===== src/rtl/conv_pkg.sv =====
// Shared constants and types for the K=3, rate-1/2 (7,5 octal) convolutional encoder.
package conv_pkg;

    localparam int K = 3;
    localparam logic [K-1:0] G0 = 3'b111;
    localparam logic [K-1:0] G1 = 3'b101;

    typedef enum logic [2:0] {
        IDLE     = 3'd0,
        ENC_HI   = 3'd1,
        OUT_HI   = 3'd2,
        ENC_LO   = 3'd3,
        OUT_LO   = 3'd4,
        TAIL     = 3'd5,
        OUT_TAIL = 3'd6
    } enc_state_t;

    // Parity of the register window {u, s1, s0} under one generator tap mask.
    function automatic logic gen_parity(input logic [K-1:0] window, input logic [K-1:0] taps);
        return ^(window & taps);
    endfunction

endpackage


===== src/rtl/conv_k3_core.sv =====
// Single-bit K=3 encoder: combinational code pair from {u, s1, s0} plus the two-bit history register.
module conv_k3_core
    import conv_pkg::*;
(
    input  logic clk,
    input  logic rst,
    input  logic u,
    input  logic en,
    input  logic clr,
    output logic c0,
    output logic c1
);

    logic [K-2:0] sh_r;  // {s1, s0}
    logic [K-1:0] window_s;

    // Code pair for the bit presented this cycle.
    always_comb begin
        window_s = {u, sh_r};
        c0       = gen_parity(window_s, G0);
        c1       = gen_parity(window_s, G1);
    end

    // History register: s1 <= u, s0 <= s1; clr overrides en.
    always_ff @(posedge clk or negedge rst) begin
        if (!rst) begin
            sh_r <= {(K-1){1'b0}};
        end else if (clr) begin
            sh_r <= {(K-1){1'b0}};
        end else if (en) begin
            sh_r <= {u, sh_r[K-2]};
        end else begin
            sh_r <= sh_r;
        end
    end

endmodule


===== src/rtl/conv_encode_stream.sv =====
// Streaming rate-1/2 K=3 encoder: one payload byte in, two packed code bytes out, optional zero-tail byte per frame.
module conv_encode_stream
    import conv_pkg::*;
#(
    parameter int FRAME_BYTES = 4,
    parameter bit TAIL_EN     = 1'b1
)(
    input  logic       clk,
    input  logic       rst,
    input  logic       clear,
    input  logic       in_valid,
    input  logic [7:0] in_data,
    output logic       in_ready,
    output logic       out_valid,
    output logic [7:0] out_data,
    input  logic       out_ready,
    output logic       busy,
    output logic       frame_done
);

    localparam int            CW       = $clog2(FRAME_BYTES + 1);
    localparam logic [CW-1:0] LAST_CNT = CW'(FRAME_BYTES);

    enc_state_t    state_r, state_s;
    logic [7:0]    byte_r;
    logic [5:0]    sr_r;
    logic [7:0]    out_data_r;
    logic [7:0]    out_byte_s;
    logic [2:0]    bit_idx_r;
    logic [CW-1:0] cnt_r, cnt_s, cnt_inc_s;
    logic          in_ready_r, out_valid_r, busy_r, frame_done_r;
    logic          accept_s, enc_en_s, last_enc_s, tail_start_s, frame_end_s;
    logic          u_s, c0_s, c1_s, core_clr_s;

    assign core_clr_s = clear | frame_end_s;

    conv_k3_core u_core (
        .clk (clk),
        .rst (rst),
        .u   (u_s),
        .en  (enc_en_s),
        .clr (core_clr_s),
        .c0  (c0_s),
        .c1  (c1_s)
    );

    // Next-state and per-cycle control; clear pre-empts every handshake.
    always_comb begin
        state_s      = state_r;
        cnt_s        = cnt_r;
        cnt_inc_s    = cnt_r + CW'(1'b1);
        accept_s     = 1'b0;
        enc_en_s     = 1'b0;
        last_enc_s   = 1'b0;
        tail_start_s = 1'b0;
        frame_end_s  = 1'b0;
        u_s          = 1'b0;
        out_byte_s   = {sr_r, c0_s, c1_s};
        if (clear) begin
            state_s = IDLE;
            cnt_s   = {CW{1'b0}};
        end else begin
            case (state_r)
                IDLE: begin
                    if (in_valid && in_ready_r) begin
                        accept_s = 1'b1;
                        state_s  = ENC_HI;
                    end else begin
                        state_s = IDLE;
                    end
                end
                ENC_HI: begin
                    enc_en_s = 1'b1;
                    u_s      = byte_r[bit_idx_r];
                    if (bit_idx_r == 3'd4) begin
                        last_enc_s = 1'b1;
                        state_s    = OUT_HI;
                    end else begin
                        state_s = ENC_HI;
                    end
                end
                OUT_HI: begin
                    if (out_ready) begin
                        state_s = ENC_LO;
                    end else begin
                        state_s = OUT_HI;
                    end
                end
                ENC_LO: begin
                    enc_en_s = 1'b1;
                    u_s      = byte_r[bit_idx_r];
                    if (bit_idx_r == 3'd0) begin
                        last_enc_s = 1'b1;
                        state_s    = OUT_LO;
                    end else begin
                        state_s = ENC_LO;
                    end
                end
                OUT_LO: begin
                    if (out_ready) begin
                        if (cnt_inc_s == LAST_CNT) begin
                            if (TAIL_EN) begin
                                state_s      = TAIL;
                                cnt_s        = cnt_inc_s;
                                tail_start_s = 1'b1;
                            end else begin
                                state_s     = IDLE;
                                cnt_s       = {CW{1'b0}};
                                frame_end_s = 1'b1;
                            end
                        end else begin
                            state_s = IDLE;
                            cnt_s   = cnt_inc_s;
                        end
                    end else begin
                        state_s = OUT_LO;
                    end
                end
                TAIL: begin
                    enc_en_s = 1'b1;
                    if (bit_idx_r == 3'd0) begin
                        last_enc_s = 1'b1;
                        state_s    = OUT_TAIL;
                    end else begin
                        state_s = TAIL;
                    end
                end
                OUT_TAIL: begin
                    if (out_ready) begin
                        state_s     = IDLE;
                        cnt_s       = {CW{1'b0}};
                        frame_end_s = 1'b1;
                    end else begin
                        state_s = OUT_TAIL;
                    end
                end
                default: begin
                    state_s = IDLE;
                    cnt_s   = {CW{1'b0}};
                end
            endcase
        end
    end

    // State, counter and registered handshake/status outputs derived from the next state.
    always_ff @(posedge clk or negedge rst) begin
        if (!rst) begin
            state_r      <= IDLE;
            cnt_r        <= {CW{1'b0}};
            in_ready_r   <= 1'b0;
            out_valid_r  <= 1'b0;
            busy_r       <= 1'b0;
            frame_done_r <= 1'b0;
        end else begin
            state_r      <= state_s;
            cnt_r        <= cnt_s;
            in_ready_r   <= (state_s == IDLE);
            out_valid_r  <= (state_s == OUT_HI) || (state_s == OUT_LO) || (state_s == OUT_TAIL);
            busy_r       <= (cnt_s != {CW{1'b0}}) || (state_s != IDLE);
            frame_done_r <= frame_end_s;
        end
    end

    // Payload latch, bit pointer and pair accumulator; out_data only changes when a new byte completes.
    always_ff @(posedge clk or negedge rst) begin
        if (!rst) begin
            byte_r     <= 8'h00;
            bit_idx_r  <= 3'd0;
            sr_r       <= 6'd0;
            out_data_r <= 8'h00;
        end else if (clear) begin
            sr_r       <= 6'd0;
            out_data_r <= 8'h00;
        end else begin
            if (accept_s) begin
                byte_r    <= in_data;
                bit_idx_r <= 3'd7;
            end else if (tail_start_s) begin
                bit_idx_r <= 3'd1;
            end else if (enc_en_s) begin
                bit_idx_r <= bit_idx_r - 3'd1;
            end
            if (enc_en_s) begin
                sr_r <= out_byte_s[5:0];
            end
            if (last_enc_s) begin
                out_data_r <= (state_r == TAIL) ? {out_byte_s[3:0], 4'h0} : out_byte_s;
            end
        end
    end

    assign in_ready   = in_ready_r;
    assign out_valid  = out_valid_r;
    assign out_data   = out_data_r;
    assign busy       = busy_r;
    assign frame_done = frame_done_r;

endmodule


===== config.mk =====
export PLATFORM = sky130hd
export DESIGN_NAME = conv_encode_stream
export DESIGN_NICKNAME = d
export VERILOG_FILES = /design/src/rtl/conv_pkg.sv /design/src/rtl/conv_k3_core.sv /design/src/rtl/conv_encode_stream.sv
export SDC_FILE = /design/constraint.sdc
export NUM_CORES = 1
export LEC_CHECK = 0
export CORE_MARGIN = 3
export CORE_UTILIZATION = 35
export CTS_BUF_LIST = sky130_fd_sc_hd__clkbuf_4
export DETAILED_ROUTE_END_ITERATION = 6
export PLACE_DENSITY = 0.66
export SETUP_SLACK_MARGIN = 0.3
export SLEW_MARGIN = 20
export SYNTH_ARGS = -nofsm -noshare
export SYNTH_HDL_FRONTEND = slang
export SYNTH_SLANG_ARGS = --single-unit

===== constraint.sdc =====
create_clock -name clk -period 2 [get_ports clk]
set_input_delay 0.4 -clock clk [delete_from_list [all_inputs] [get_ports clk]]
set_output_delay 0.4 -clock clk [all_outputs]
set_load 0.02 [all_outputs]

==> metrics.csv, run 1 <==
stage,metric,value,unit
synthesis,async_reset_ff_share,100,%
place,portBuffers,24,
routing,drtAntennaViolNets,0,
cts,cts_hold_buf,0,
worst_setup_path,cp_slowest_cell,dfrtp_1,
synthesis,synth_simple_gate_area_share,20.2,%
worst_setup_path,crit_path_cell_trace,buf_6 > mux2_4 > or3_4 > nand4_4 > xor2_2 > o32ai_1,
cts,numCtsBuffers,5,
synthesis,synth-xor-area-share,2.57,%
cts,cts_tree,built,
finish,fin_nets,268,
sta,finClkSkew,0.00450,ns
sta,rsz0062_at_grt,true,
worst_setup_path,critical_path.top_delay_family,simple AND/OR/NAND/NOR gates,
global_routing,grt_use_total,13.8,%
finish,drive_above_1_share,22.4,%
synthesis,synth.yosys.seq_area_share,45.3,%
sta,fmax,593,MHz
cts,clockBufferDepth,2,
synthesis,synth_fa_ha_area_share,3.06,%
cts,ctsHtreeMaxLevel,2,
worst_setup_path,path_max_fanout,5,
run_status,outcome,finished clean,
sta,final-max-slew-violation-count,0,
cts,clock_sinks,37,
pwr,leakagePower,1.17,nW
hold_path,hp-class,in2async,
sta,worst_pin_slew,0.466,ns
cts,cts-root-buf,clkbuf_4,
synthesis,synth_edf_count,0,
floorplan,start_util,36.6,%
place,place_ws,-0.0227,ns
routing,totalWireLength,4230,µm
floorplan,die_width,82.4,µm
sta,final-hold-violation-count,0,
floorplan,die_area,0.00679,mm²
routing,vias_per_cell,5.07,
synthesis,syn_avg_cell_area,9.72,µm²
sta,period_share,84.3,%
routing,vias,1632,
floorplan,fp.dieH,82.4,µm
place,gp_congestion,0.851,
pwr,vdd_drop_max,517,µV
global_routing,grt_pass1_vias,1562,
cts,clk_latency,0.35,ns
routing,drt_iter0_markers,140,
finish,area_growth,26.6,%
worst_setup_path,cp.required,2.26,ns
cts,path_clk_slew,0.11,ns
worst_setup_path,slowest_delay,0.41,ns
floorplan,core,0.00557,mm²
sta,final-setup-viol-count,0,
flow_run,cap_viol_max_count,0,
sta,fin_tns_setup,0,ns
sta,fin_ws,0.314,ns
synthesis,synthFlopType,dfrtp_1,
worst_setup_path,start_kind,register,
pwr,powerDensity,891,mW/mm²
sta,whs,0.0692,ns
worst_setup_path,endpoint_kind,register,
global_routing,grt-ovfl-total,0,
global_routing,grt_first_pass_wirelength,7210,µm
floorplan,io_pins,25,
floorplan,rows,27,
global_routing,antenna_found_initial,0,
sta,timing.final.crit_period,1.69,ns
synthesis,yosys.cell_types.count,53,
worst_setup_path,arrival,1.95,ns
global_routing,grt_max_degree,38,
routing,firstDrtPassIters,4,
synthesis,yosysWarnings,0,
worst_setup_path,setup.worst_path.class,reg2reg,
synthesis,synth_top_family_by_area,simple AND/OR/NAND/NOR gates,
routing,drc,0,
synthesis,syn_area,0.00204,mm²
synthesis,synth_compound_area_share,15.6,%
synthesis,netlist_instances,210,
routing,wl_per_cell,13.1,µm
sta,max_slew_margin,68.9,%
finish,fin_util,46.4,%
synthesis,muxShareOfSynthArea,8.58,%
finish,diodes,0,
worst_setup_path,path_buf_inv,1,
synthesis,syn-num-nets,228,
synthesis,ys_ff_latch,37,
place,dp_hpwl,2900,µm
-- repair_timing --
item	4_1_cts	5_1_grt
setup endpoints to repair	28	22
gates resized for setup	16	16
pin swaps	1	2
gates cloned	0	0
setup buffers	0	5
-- cell type report --
class                           count  area (µm²)
Timing Repair Buffer               48         413
Inverter                            5        18.8
Clock buffer                        5        37.5
Sequential cell                    37         930
Tap cell                           72        90.1
Fill cell                         544        2990
Clock inverter                      2        11.3
Multi-Input combinational cell    153        1080
-- path summary, 6_finish.rpt --
kind	start	endpoint	slack, ns	depth (start not counted)
setup / recovery	bit_idx_r[1]$_DFFE_PN0P_	sr_r[0]$_DFFE_PN0P_	0.31	6
hold / removal	rst	byte_r[5]$_DFFE_PN0P_	0.07	2
setup reg to reg	bit_idx_r[1]$_DFFE_PN0P_	sr_r[0]$_DFFE_PN0P_	0.31	6
hold reg to reg	out_data[2]$_DFFE_PN0P_	out_data[2]$_DFFE_PN0P_	0.48	2
max in group asynchronous	rst	cnt_r[0]$_DFF_PN0_	1.57	2
min in group clk	out_data[2]$_DFFE_PN0P_	out_data[2]$_DFFE_PN0P_	0.48	2
-- cells in the final DEF, fill, tap and decap left out, types with 4 or more instances in the layout --
master and count:
dfrtp_1 34, nor2b_1 5, nor2_1 13, inv_1 4
o31ai_1 5, mux2i_1 7, dlygate4sd2_1 11, nand2_1 28
nand3_1 6, a21oi_1 14, clkbuf_4 5, o21ai_0 8
buf_4 20, clkdlybuf4s50_1 11, mux2_2 6
-- cells in the mapped netlist (2+ instances only) --
cell type | instances | area share (%)
mux2i_1 | 7 | 3.4
nand3_1 | 6 | 1.5
buf_2 | 7 | 1.7
xnor2_1 | 3 | 1.3
and2_1 | 3 | 0.92
dfrtp_1 | 37 | 45
a31oi_1 | 2 | 0.61
nand4_1 | 2 | 0.61
nand2_1 | 28 | 5.1
o31ai_1 | 6 | 2.2
inv_1 | 4 | 0.74
nor3_1 | 3 | 0.74
nor2_1 | 14 | 2.6
xor2_1 | 3 | 1.3
nand4b_1 | 2 | 0.86
mux2_2 | 6 | 3.3
o21ai_0 | 10 | 2.5
clkbuf_1 | 5 | 0.92
nor4b_1 | 2 | 0.86
nor2b_1 | 5 | 1.5
a21oi_1 | 15 | 3.7
or3_1 | 2 | 0.61
ha_1 | 5 | 3.1
mux2_1 | 2 | 1.1
nand2b_1 | 3 | 0.92
-- where the power goes --
group / internal (mW) / switching, mW
combinational: 0.440 / 0.432
sequential: 0.915 / 0.138
clock: 0.126 / 0.252
-- sequential cells by signal, summed over array words and instances (netlist names) --
name / flops
state_r: 3
bit_idx_r: 3
sr_r: 6
out_data: 8
cnt_r: 3
frame_done: 1
in_ready: 1
busy: 1
u_core.sh_r: 2
out_valid: 1
byte_r: 8
-- routing by layer --
metal  track usage (%)  vias up  routed length (µm)
li1                  -      825                   -
met1              18.8      762                2050
met2              21.1       41                1960
met3              2.93        4                 188
met4              5.98        0                  37
met5                 0        -                   0
-- through the flow --
stage          power (mW)  cells  area [µm²]
6_report             2.30    322        2580
5_1_grt              2.48    322        2580
4_1_cts              2.28    317        2490
3_5_place_dp         1.90    310        2430
3_3_place_gp         1.88    310        2430
2_1_floorplan        1.64    210        2040
-- cells by family after synthesis --
family / Yosys count
simple gates: 78
compound gates: 48
flops: 37
buf+inv: 20
mux: 16
xor+xnor: 6
fa+ha+maj: 5
No activity file was read; power rests on OpenSTA's default activity.
==> inputs of run 2 (changes only) <==
- PLACE_DENSITY: 0.66 -> 0.68
- clock period: 2 -> 1.35 ns (I/O delays scaled with it)
==> run 2 against run 1 <==
Effect of this change: the run now ends with setup timing left; worst setup slack lost 0.60 ns; combinational power grew to 2.5 times the previous value; total power grew 100%; largest cell class unchanged; critical endpoint is now out_data[7]$_DFFE_PN0P_.
==> metrics.csv, run 2 (synthesis results as in run 1) <==
stage,metric,value,unit
floorplan,rows,27,
finish,final_cell_mix,"buf_4, buf_6, dfrtp_1",
sta,finClkSkew,0.0123,ns
worst_setup_path,start_kind,register,
cts,clock_sinks,37,
finish,fillers,425,
pwr,leakagePower,1.58,nW
worst_setup_path,endpoint_kind,register,
floorplan,die_area,0.00679,mm²
cts,numCtsBuffers,5,
place,dp_hpwl,3490,µm
floorplan,core,0.00557,mm²
floorplan,start_util,36.6,%
finish,final_common_cell,buf_4,
sta,fin_tns_setup,-6.68,ns
routing,wl_per_cell,15.8,µm
worst_setup_path,cp_slowest_cell,dfrtp_2,
pwr,total_power,4.60,mW
pwr,intPower,3.00,mW
worst_setup_path,setup.worst_path.class,reg2reg,
place,gp_congestion,0.813,
floorplan,die_width,82.4,µm
cts,clk_latency,0.37,ns
routing,drc,0,
worst_setup_path,slowest_delay,0.48,ns
routing,firstDrtPassIters,4,
worst_setup_path,cp.required,1.63,ns
place,place_ws,-0.565,ns
global_routing,grt-ovfl-total,0,
pwr,seqPwrFrac,34.9,%
worst_setup_path,path_max_fanout,14,
place,dp.cells,342,
place,portBuffers,24,
pwr,p_comb_share,47.4,%
flow_run,cap_viol_max_count,0,
finish,fin_nets,327,
routing,drtAntennaViolNets,0,
pwr,powerDensity,1270,mW/mm²
hold_path,hp-class,in2async,
finish,area_growth,77.0,%
cts,clockBufferDepth,2,
cts,ctsHtreeMaxLevel,2,
routing,vias,1958,
cts,cts-root-buf,clkbuf_4,
run_status,outcome,finished with violations,
worst_setup_path,crit_path_cell_trace,buf_6 > xor2_2 > o21a_1 > a31oi_4 > buf_12 > nand2_1 > o31ai_2,
routing,vias_per_cell,5.13,
global_routing,antenna_found_initial,0,
global_routing,grt_pass1_vias,1859,
global_routing,grt_first_pass_wirelength,8620,µm
pwr,p_sw_share,34.7,%
sta,fin_ws,-0.288,ns
sta,period_share,121,%
sta,rsz0062_at_grt,true,
routing,totalWireLength,6050,µm
finish,drive_above_1_share,60.0,%
cts,cts_tree,built,
sta,fmax,610,MHz
pwr,vdd_drop_max,797,µV
sta,final-hold-violation-count,0,
cts,path_clk_slew,0.13,ns
floorplan,io_pins,25,
finish,diodes,0,
routing,drt_iter0_markers,57,
worst_setup_path,arrival,1.92,ns
pwr,clkPwrFrac,17.8,%
sta,final-setup-viol-count,36,
sta,final-max-slew-violation-count,0,
sta,max_slew_margin,82.6,%
pwr,power_switching,1.59,mW
floorplan,fp.dieH,82.4,µm
run_status,violations,setup timing,
global_routing,grt_max_degree,38,
sta,timing.final.crit_period,1.64,ns
finish,finalNonFillerCells,382,
sta,worst_pin_slew,0.259,ns
global_routing,grt_use_total,16.9,%
==> run 2: changes by cell type in the layout (fill, tap and decap cells not counted), moves of 5 or more <==
cell and delta:
nand2_2 +8, mux2_4 +8, dlygate4sd2_1 -11, buf_6 +29, mux2_2 -6, o21ai_0 -7
buf_4 +35, a21oi_2 +7, nor2_1 -8, a21oi_1 -8, nand2_1 -14, buf_12 +5
==> run 2: metrics by stage <==
step                      util, %  instance area (µm²)  hold slack [ns]
after floorplan                 -                 2190          -0.0256
after global placement       50.5                 2820            0.249
after detailed placement     50.5                 2820            0.251
after CTS                    58.6                 3270            0.385
after global routing         64.8                 3610            0.392
final                        64.8                 3610            0.378
==> run 2: area by class of cell <==
class	instances	area [µm²]	share of cell area [%]
clock inverter	3	41.3	1.14
timing repair buffer	107	1040	28.7
sequential	37	933	25.8
clock buffer	5	37.5	1.04
inverter	5	18.8	0.519
tap	72	90.1	2.49
multi-input combinational	153	1460	40.3
==> run 2: worst paths after layout <==
check	from	to	slack [ns]	cells after the start
max reg2reg	state_r[1]$_DFF_PN0_	out_data[7]$_DFFE_PN0P_	-0.29	7
min in group clk	in_data[0]	byte_r[0]$_DFFE_PN0P_	0.50	2
min reg2reg	out_data[2]$_DFFE_PN0P_	out_data[2]$_DFFE_PN0P_	0.52	2
max	state_r[1]$_DFF_PN0_	out_data[7]$_DFFE_PN0P_	-0.29	7
max in group asynchronous	rst	bit_idx_r[2]$_DFFE_PN0P_	0.78	3
min	rst	bit_idx_r[0]$_DFFE_PN0P_	0.38	3
==> run 2: power by group through the flow <==
stage          clock [mW]  combinational [mW]  sequential, mW
2_1_floorplan           0                1.07            1.56
3_3_place_gp            0                1.65            1.58
3_5_place_dp            0                1.70            1.58
4_1_cts             0.814                2.00            1.59
5_1_grt             0.876                2.35            1.64
6_report            0.816                2.18            1.60
==> run 2: layer usage <==
layer | track usage (%) | vias up | routed length, µm
met5 | 0 | - | 0
met4 | 6.31 | 0 | 56
met3 | 3.36 | 9 | 230
met2 | 28.0 | 40 | 3070
met1 | 21.7 | 968 | 2700
li1 | - | 941 | -
==> run 2: timing repair <==
item,in CTS,in global routing
hold buffers,1,0
setup buffers,16,13
gates resized for setup,134,50
endpoints found under the setup margin,49,49
endpoints found under the hold margin,37,0
gates cloned,1,1
pin swaps,27,32
==> run 2: critical path, delay by kind of cell (launching register included) <==
kind	cells	cell delay, ns
AND/OR/NAND/NOR	1	0.07
flip-flops	1	0.48
buffers and inverters	2	0.32
XOR/XNOR	1	0.17
AO/OA/AOI/OAI	3	0.50
